File: config.mk
export PLATFORM = sky130hd
export DESIGN_NAME = kbd_joy_decoder
export DESIGN_NICKNAME = d
export VERILOG_FILES = /design/src/rtl/kbd_joy_decoder.sv
export SDC_FILE = /design/constraint.sdc
export NUM_CORES = 1
export LEC_CHECK = 0
export ABC_AREA = 1
export CORE_ASPECT_RATIO = 1.1
export CORE_UTILIZATION = 59
export DETAILED_ROUTE_END_ITERATION = 6
export PLACE_DENSITY = 0.86
export SLEW_MARGIN = 20
export SYNTH_ARGS = -nofsm -noshare
export SYNTH_HDL_FRONTEND = slang
export SYNTH_SLANG_ARGS = --single-unit
File: constraint.sdc
create_clock -name clk_i -period 2.7 [get_ports clk_i]
set_clock_uncertainty 0.15 [all_clocks]
set_input_delay 0.54 -clock clk_i [delete_from_list [all_inputs] [get_ports clk_i]]
set_output_delay 0.54 -clock clk_i [all_outputs]
set_load 0.005 [all_outputs]
File: src/rtl/kbd_joy_decoder.sv
// PS/2 set-2 scancode decoder producing a 13-bit pressed-key vector (BCPPFRLDU order).
// Optional macro KBD_AUTOFIRE_EN gates the fire bit with a free-running autofire phase.
module kbd_joy_decoder #(
  parameter int unsigned AUTOFIRE_DIV = 500000
) (
  input  logic        clk_i,
  input  logic        res_n_i,
  input  logic        kbdint_i,
  input  logic [7:0]  scancode_i,
  output logic [12:0] joy_o
);

  typedef enum logic [2:0] {
    S_IDLE,
    S_EXT,
    S_BRK,
    S_EXT_BRK,
    S_SKIP
  } state_t;

  state_t      state_q, state_d;
  logic [2:0]  skip_cnt_q, skip_cnt_d;
  logic [12:0] keys_q, keys_d;

  // One-hot mask of the key addressed by (code, ext); zero when the code is not mapped.
  function automatic logic [12:0] key_map(input logic [7:0] code, input logic ext);
    logic [12:0] m;
    m = '0;
    case (code)
      8'h75: m[0]  = ext;
      8'h72: m[1]  = ext;
      8'h6B: m[2]  = ext;
      8'h74: m[3]  = ext;
      8'h29: m[4]  = ~ext;
      8'h14: m[4]  = 1'b1;
      8'h16: m[5]  = ~ext;
      8'h1E: m[6]  = ~ext;
      8'h2E: m[7]  = ~ext;
      8'h11: m[8]  = 1'b1;
      8'h07: m[9]  = ~ext;
      8'h04: m[10] = ~ext;
      8'h4D: m[11] = ~ext;
      8'h0D: m[12] = ~ext;
      default: m = '0;
    endcase
    return m;
  endfunction

  always_comb begin
    logic        do_make;
    logic        do_brk;
    logic        ext;
    logic [12:0] mask;
    state_d    = state_q;
    skip_cnt_d = skip_cnt_q;
    keys_d     = keys_q;
    do_make    = 1'b0;
    do_brk     = 1'b0;
    ext        = 1'b0;
    if (kbdint_i) begin
      case (state_q)
        S_IDLE: begin
          case (scancode_i)
            8'hE0: state_d = S_EXT;
            8'hF0: state_d = S_BRK;
            8'hE1: begin
              state_d    = S_SKIP;
              skip_cnt_d = 3'd7;
            end
            8'hAA, 8'h00, 8'hFF: keys_d = '0;
            8'hFA, 8'hFE: ;
            default: do_make = 1'b1;
          endcase
        end
        S_EXT: begin
          case (scancode_i)
            8'hF0: state_d = S_EXT_BRK;
            8'hE0: state_d = S_EXT;
            default: begin
              do_make = 1'b1;
              ext     = 1'b1;
              state_d = S_IDLE;
            end
          endcase
        end
        S_BRK: begin
          if (scancode_i == 8'hE0) begin
            state_d = S_EXT;
          end else begin
            do_brk  = 1'b1;
            state_d = S_IDLE;
          end
        end
        S_EXT_BRK: begin
          do_brk  = 1'b1;
          ext     = 1'b1;
          state_d = S_IDLE;
        end
        S_SKIP: begin
          skip_cnt_d = skip_cnt_q - 3'd1;
          if (skip_cnt_q == 3'd1) state_d = S_IDLE;
        end
        default: state_d = S_IDLE;
      endcase
    end
    mask = key_map(scancode_i, ext);
    if (do_make) keys_d = keys_q | mask;
    if (do_brk)  keys_d = keys_q & ~mask;
  end

  always_ff @(posedge clk_i or negedge res_n_i) begin
    if (!res_n_i) begin
      state_q    <= S_IDLE;
      skip_cnt_q <= '0;
      keys_q     <= '0;
    end else begin
      state_q    <= state_d;
      skip_cnt_q <= skip_cnt_d;
      keys_q     <= keys_d;
    end
  end

`ifdef KBD_AUTOFIRE_EN
  localparam logic [23:0] AF_LAST = 24'(AUTOFIRE_DIV - 1);

  logic [23:0] af_cnt_q, af_cnt_d;
  logic        af_phase_q, af_phase_d;

  // A fresh press restarts at phase 1 so the first shot fires immediately.
  always_comb begin
    af_cnt_d   = af_cnt_q;
    af_phase_d = af_phase_q;
    if (!keys_d[4]) begin
      af_cnt_d   = '0;
      af_phase_d = 1'b0;
    end else if (!keys_q[4]) begin
      af_cnt_d   = '0;
      af_phase_d = 1'b1;
    end else if (af_cnt_q == AF_LAST) begin
      af_cnt_d   = '0;
      af_phase_d = ~af_phase_q;
    end else begin
      af_cnt_d   = af_cnt_q + 24'd1;
    end
  end

  always_ff @(posedge clk_i or negedge res_n_i) begin
    if (!res_n_i) begin
      af_cnt_q   <= '0;
      af_phase_q <= 1'b0;
    end else begin
      af_cnt_q   <= af_cnt_d;
      af_phase_q <= af_phase_d;
    end
  end

  assign joy_o = {keys_q[12:5], keys_q[4] & af_phase_q, keys_q[3:0]};
`else
  assign joy_o = keys_q;
`endif

endmodule

After elaboration in Yosys (flattened, before gate mapping)
Cells that the tools add are included.

Equality and inequality tests: 29. Add/subtract/negate cells: 1. Reductions and logical operators: 12. Mux-type cells: 34. Bitwise gates (word level): 4.

Operators by type and width (number): 2-to-1 mux 13 bit (5); equality test 8 bit (second input constant) (7); equality test 8 x 7 -> 1 bit (second input constant) (5); equality test 8 x 5 -> 1 bit (second input constant) (4); 2-to-1 mux 1 bit (19); equality test 8 x 3 -> 1 bit (second input constant) (2); equality test 8 x 6 -> 1 bit (second input constant) (2); AND 13 bit (1); NOT 13 bit (1); bitwise OR 13 bit (1); case mux 3 bit (4 select lines) (1); case mux 3 bit (3 select lines) (1); AND reduction 3 bit (3); nonzero test 3 bit (3); equality test 8 x 4 -> 1 bit (second input constant) (1); logical NOT 8 bit (1); case mux 1 bit (2 select lines) (4); OR reduction 8 bit (1); equality test 3 x 1 -> 1 bit (second input constant) (2); equality test 3 x 2 -> 1 bit (second input constant) (2); 2-to-1 mux 3 bit (2); case mux 3 bit (2 select lines) (1); inequality test 4 x 3 -> 1 bit (second input constant) (1); case mux 2 bit (2 select lines) (1); 9 further kinds (9).

Output and inout bits: 13. Input bits: 11. Register bits: 19. Word-level logic and storage cells: 83.

Longest topological paths before layout
Word-level depth: 10. Mapped depth: 13. Depth with buffers taken out: 13.

Worst setup path after synthesis
OpenSTA, ideal clock, no wires.

Path kind: input -> register. Start: input port scancode_i[1]. End: register keys_q[2] (netlist: joy_o[2]). Arrival: 1.607 ns. Path slack: 0.826 ns. Required time: 2.433 ns. Stages: 12. Library setup time: 0.117 ns. Buffers on the path: 1. Cell sequence: inv_1 nand2_1 nor2_4 nand2_4 and2_0 nand3_1 nand2_2 nand2_4 nand2_4 buf_6 nand3_1 nand2_1.

Cells in the longest elaborated chain, start to end: 9. Elaborated cells on any way between the ends: 31. Classes of those cells: eq/ne (8); mux (12); bitwise (3); reduce/logical (8).

Ends and longest elaborated chain: from (decl) (line 9) `input logic [7:0] scancode_i,`; equality test 8 bit, on equally long branches (line 63, 76, 87); OR reduction 2 bit (no line); 2-to-1 mux 1 bit (line 76) `case (scancode_i)`; case mux 1 bit (2 select lines) (line 61) `case (state_q)`; 2-to-1 mux 1 bit (line 60) `if (kbdint_i) begin`; 2-to-1 mux 1 bit (line 29) `case (code)`; bitwise OR 13 bit or NOT 13 bit (tied branches) (line 107, 108); 2-to-1 mux 13 bit or AND 13 bit (tied branches) (line 107, 108); 2-to-1 mux 13 bit (line 108) `if (do_brk) keys_d = keys_q & ~mask;`; to (signal assigned) (line 119) `keys_q <= keys_d;`; to (decl) (line 23) `logic [12:0] keys_q, keys_d;`.

Parallel ways exist; a longest one is shown, timed or not. A chain may end at the register's enable or synchronous reset.

Final worst setup path
Start: input port scancode_i[4]. End: register keys_q[4] (netlist: joy_o[4]).

Cells in the longest elaborated chain, start to end: 10. Elaborated cells on any way between the ends: 33. Classes of those cells: eq/ne (9); mux (12); bitwise (4); reduce/logical (8).

Ends and longest elaborated chain: equality test 8 bit, on equally long branches (line 63, 76, 87); OR reduction 2 bit (no line); 2-to-1 mux 1 bit (line 76); case mux 1 bit (2 select lines) (line 61); 2-to-1 mux 1 bit (line 60); NOT 1 bit (line 34) `8'h29: m[4] = ~ext;`; case mux 1 bit (2 select lines) (line 29); bitwise OR 13 bit or NOT 13 bit (tied branches) (line 107, 108); 2-to-1 mux 13 bit or AND 13 bit (tied branches) (line 107, 108); 2-to-1 mux 13 bit (line 108).

Parallel ways exist; a longest one is shown, timed or not.

==> flow_summary.ini <==
[global_route]
antenna_found_initial = 0
globalRouteTotalUtil = 0.299
use_met1 = 0.418
met2_usage = 0.450
grt_max_degree = 20
grt_overflow = 0
first_global_vias = 1499
grtUsageMet3 = 0.0587
busiest_layer = met2
grt_pass1_wl_um = 6680

[critical_path]
r2r_end = joy_o[4]
r2r_start = state_q[0]
required_ns = 2.75
crit_type = in -> reg
critical_path.max_fanout = 19
end_kind = flop
start_kind = input pin
reg2reg_slack_ns = 0.72
worstPathArrival_ns = 2.31
rr_worst_depth = 11

[logic_synthesis]
ys_seq_area_frac = 0.289
synth_edf_count = 0
ys_top_cells_by_area = dfrtp_1 29%, nand2_1 15%, nand4_1 7.6%, inv_1 7.5%, nand3_1 6.4%
async_flop_share = 1.00
synth_top_area_frac = 0.289
synth_seq_cells = 19
syn_nets = 254
synthTopCellsByCount = 64 x nand2_1, 33 x inv_1, 21 x nand3_1
ys.flop_type = dfrtp_1
synth_most_common_cell = nand2_1
synth_cell_types = 33
synthCells = 241
ys.warnings.count = 0
synth_top_area_cell = dfrtp_1
syn_area_mm2 = 0.00165
syn_avg_cell_area_um2 = 6.84

[final_layout]
drive_above_1_share = 0.160
final-seq-area_um2 = 475
nNetsFinal = 282
fin_util = 0.752
fin_cells = 299
area_delta_synth_final_pct = 17.2
n_antenna_cell = 0
multi_input_area_um2 = 951
final_area_mm2 = 0.00193
fill_cells = 231

[drt]
routedWlPerCell_um = 13.3
drt_iter0_drc = 69
drc = 0
wl_um = 3960
dr.pass1.iters = 4
avgViaCountPerCell = 5.59
vias = 1672
ant_nets = 0

[worst_hold_path]
worstHoldStart = skip_cnt_q[0]
whs_path_depth = 1
min_to = skip_cnt_q[0]
hold_path.class = reg -> reg

[cts]
postCtsHoldBufs = 0
postCtsSetupBuffers = 0
htreeDepth = 1
clk_latency_ns = 0.30
cts_sinks = 19
cts-buffers-inserted = 3
root_buffer = clkbuf_4
clockBufferDepth = 2
post_cts_resized = 0
cts_tree = yes
path_clk_slew_ns = 0.11

[floorplanning]
die_h_um = 57.4
die_area_mm2 = 0.00301
io-pin-count = 24
core_region_area_mm2 = 0.00257
die_x_um = 52.4
start_util = 0.642
placementRows = 19

[sta]
rsz0062_at_grt = no
worst_pin_slew_ns = 0.482
setup_violations = 0
slew_viol_final = 0
min_period_ns = 2.26
postLayoutSetupSlackWorst_ns = 0.436
period_share = 0.839
relSlewSlack = 0.678
hold_viol = 0
tns_ns = 0
timing.fmax_ghz = 0.442
worst_hold_slack_ns = 0.366

[placed_design]
routabilityCongestion = 0.893
place_ws_ns = 0.159
dpl-instance-area_mm2 = 0.00190
dp_hpwl_um = 2930
dp_cells = 295
port_buffers = 23

[pwr]
power_switching_uw = 549
switching_share = 0.433
p_per_area_mw_per_mm2 = 656
combPwrFrac = 0.506
pwr-share-seq = 0.377
clockPowerShare = 0.117
total_power_mw = 1.27
vdd_drop_max_uv = 603
internal_power_uw = 719
cellLeakagePower_nw = 1.00

[flow_run]
max_cap_violations = 0

[run_status]
status = finished, final reports clean
[layer usage]
metal | wire [µm] | part of all wire
met1 | 1840 | 0.46
met2 | 1810 | 0.46
met3 | 234 | 0.059
met4 | 85 | 0.021
met5 | 0 | 0
[cell type report]
class | instances | area share
clock buffers | 3 | 0.0117
clock inverters | 1 | 0.00259
inverters | 41 | 0.0810
multi-input cells | 174 | 0.492
flip-flops and latches | 19 | 0.246
well taps | 31 | 0.0201
repair buffers | 30 | 0.146
[sequential cells by signal, summed over array words and instances, names as in the netlist]
| register | cells |
|---|---|
| joy_o | 13 |
| state_q | 3 |
| skip_cnt_q | 3 |
[critical path, cell delays in order]
cell and delay [ns]:
clkdlybuf4s50_1 0.56, nand2_1 0.12, nor2_2 0.16, nand2_2 0.11
nand3_2 0.10, nand2_2 0.08, nand2_4 0.22, nand2_1 0.13
nand2_1 0.08, nand2_1 0.05, nand3_1 0.09, nand2_1 0.06
[power by group through the flow]
| stage | Clock [mW] | Sequential, mW | Combinational, mW |
|---|---|---|---|
| finish | 0.148 | 0.479 | 0.641 |
| global placement | 0 | 0.478 | 0.616 |
| detailed placement | 0 | 0.483 | 0.631 |
| global route | 0.169 | 0.492 | 0.719 |
| CTS | 0.149 | 0.477 | 0.639 |
| floorplan | 0 | 0.469 | 0.435 |
[placed cells by master, fill, tap and decap left out, drive strengths merged]
cell	count
nand2	73
inv	41
nand3	27
clkdlybuf4s50	23
nor2	22
nand4	20
dfrtp	19
nor3	11
buf	7
o21bai	4
o21ai	4
clkbuf	3
a21oi	2
nor4	2
ha	2
o311ai	1
and2	1
nand3b	1
a21boi	1
a22oi	1
mux2i	1
xor2	1
clkinv	1
[how the worst max path moves through the flow]
stage / from / endpoint / slack (ns)
floorplan: scancode_i[1] / joy_o[2] / 0.83
global placement: scancode_i[0] / joy_o[0] / 0.19
global route: scancode_i[7] / joy_o[4] / 0.32
finish: scancode_i[4] / joy_o[4] / 0.44
CTS: scancode_i[0] / joy_o[4] / 0.47
detailed placement: scancode_i[0] / joy_o[0] / 0.16
[cell families (layout without fill, tap and decap cells)]
group	Yosys count	count (layout)	synth area share
flip-flops	19	19	0.289
XOR/XNOR	1	1	0.00532
AO/OA/AOI/OAI	13	13	0.0645
buffers and inverters	48	75	0.134
multiplexers	1	1	0.00607
AND/OR/NAND/NOR	157	157	0.486
adder cells (fa/ha/maj)	2	2	0.0152
No activity file was read; power rests on OpenSTA's default activity.
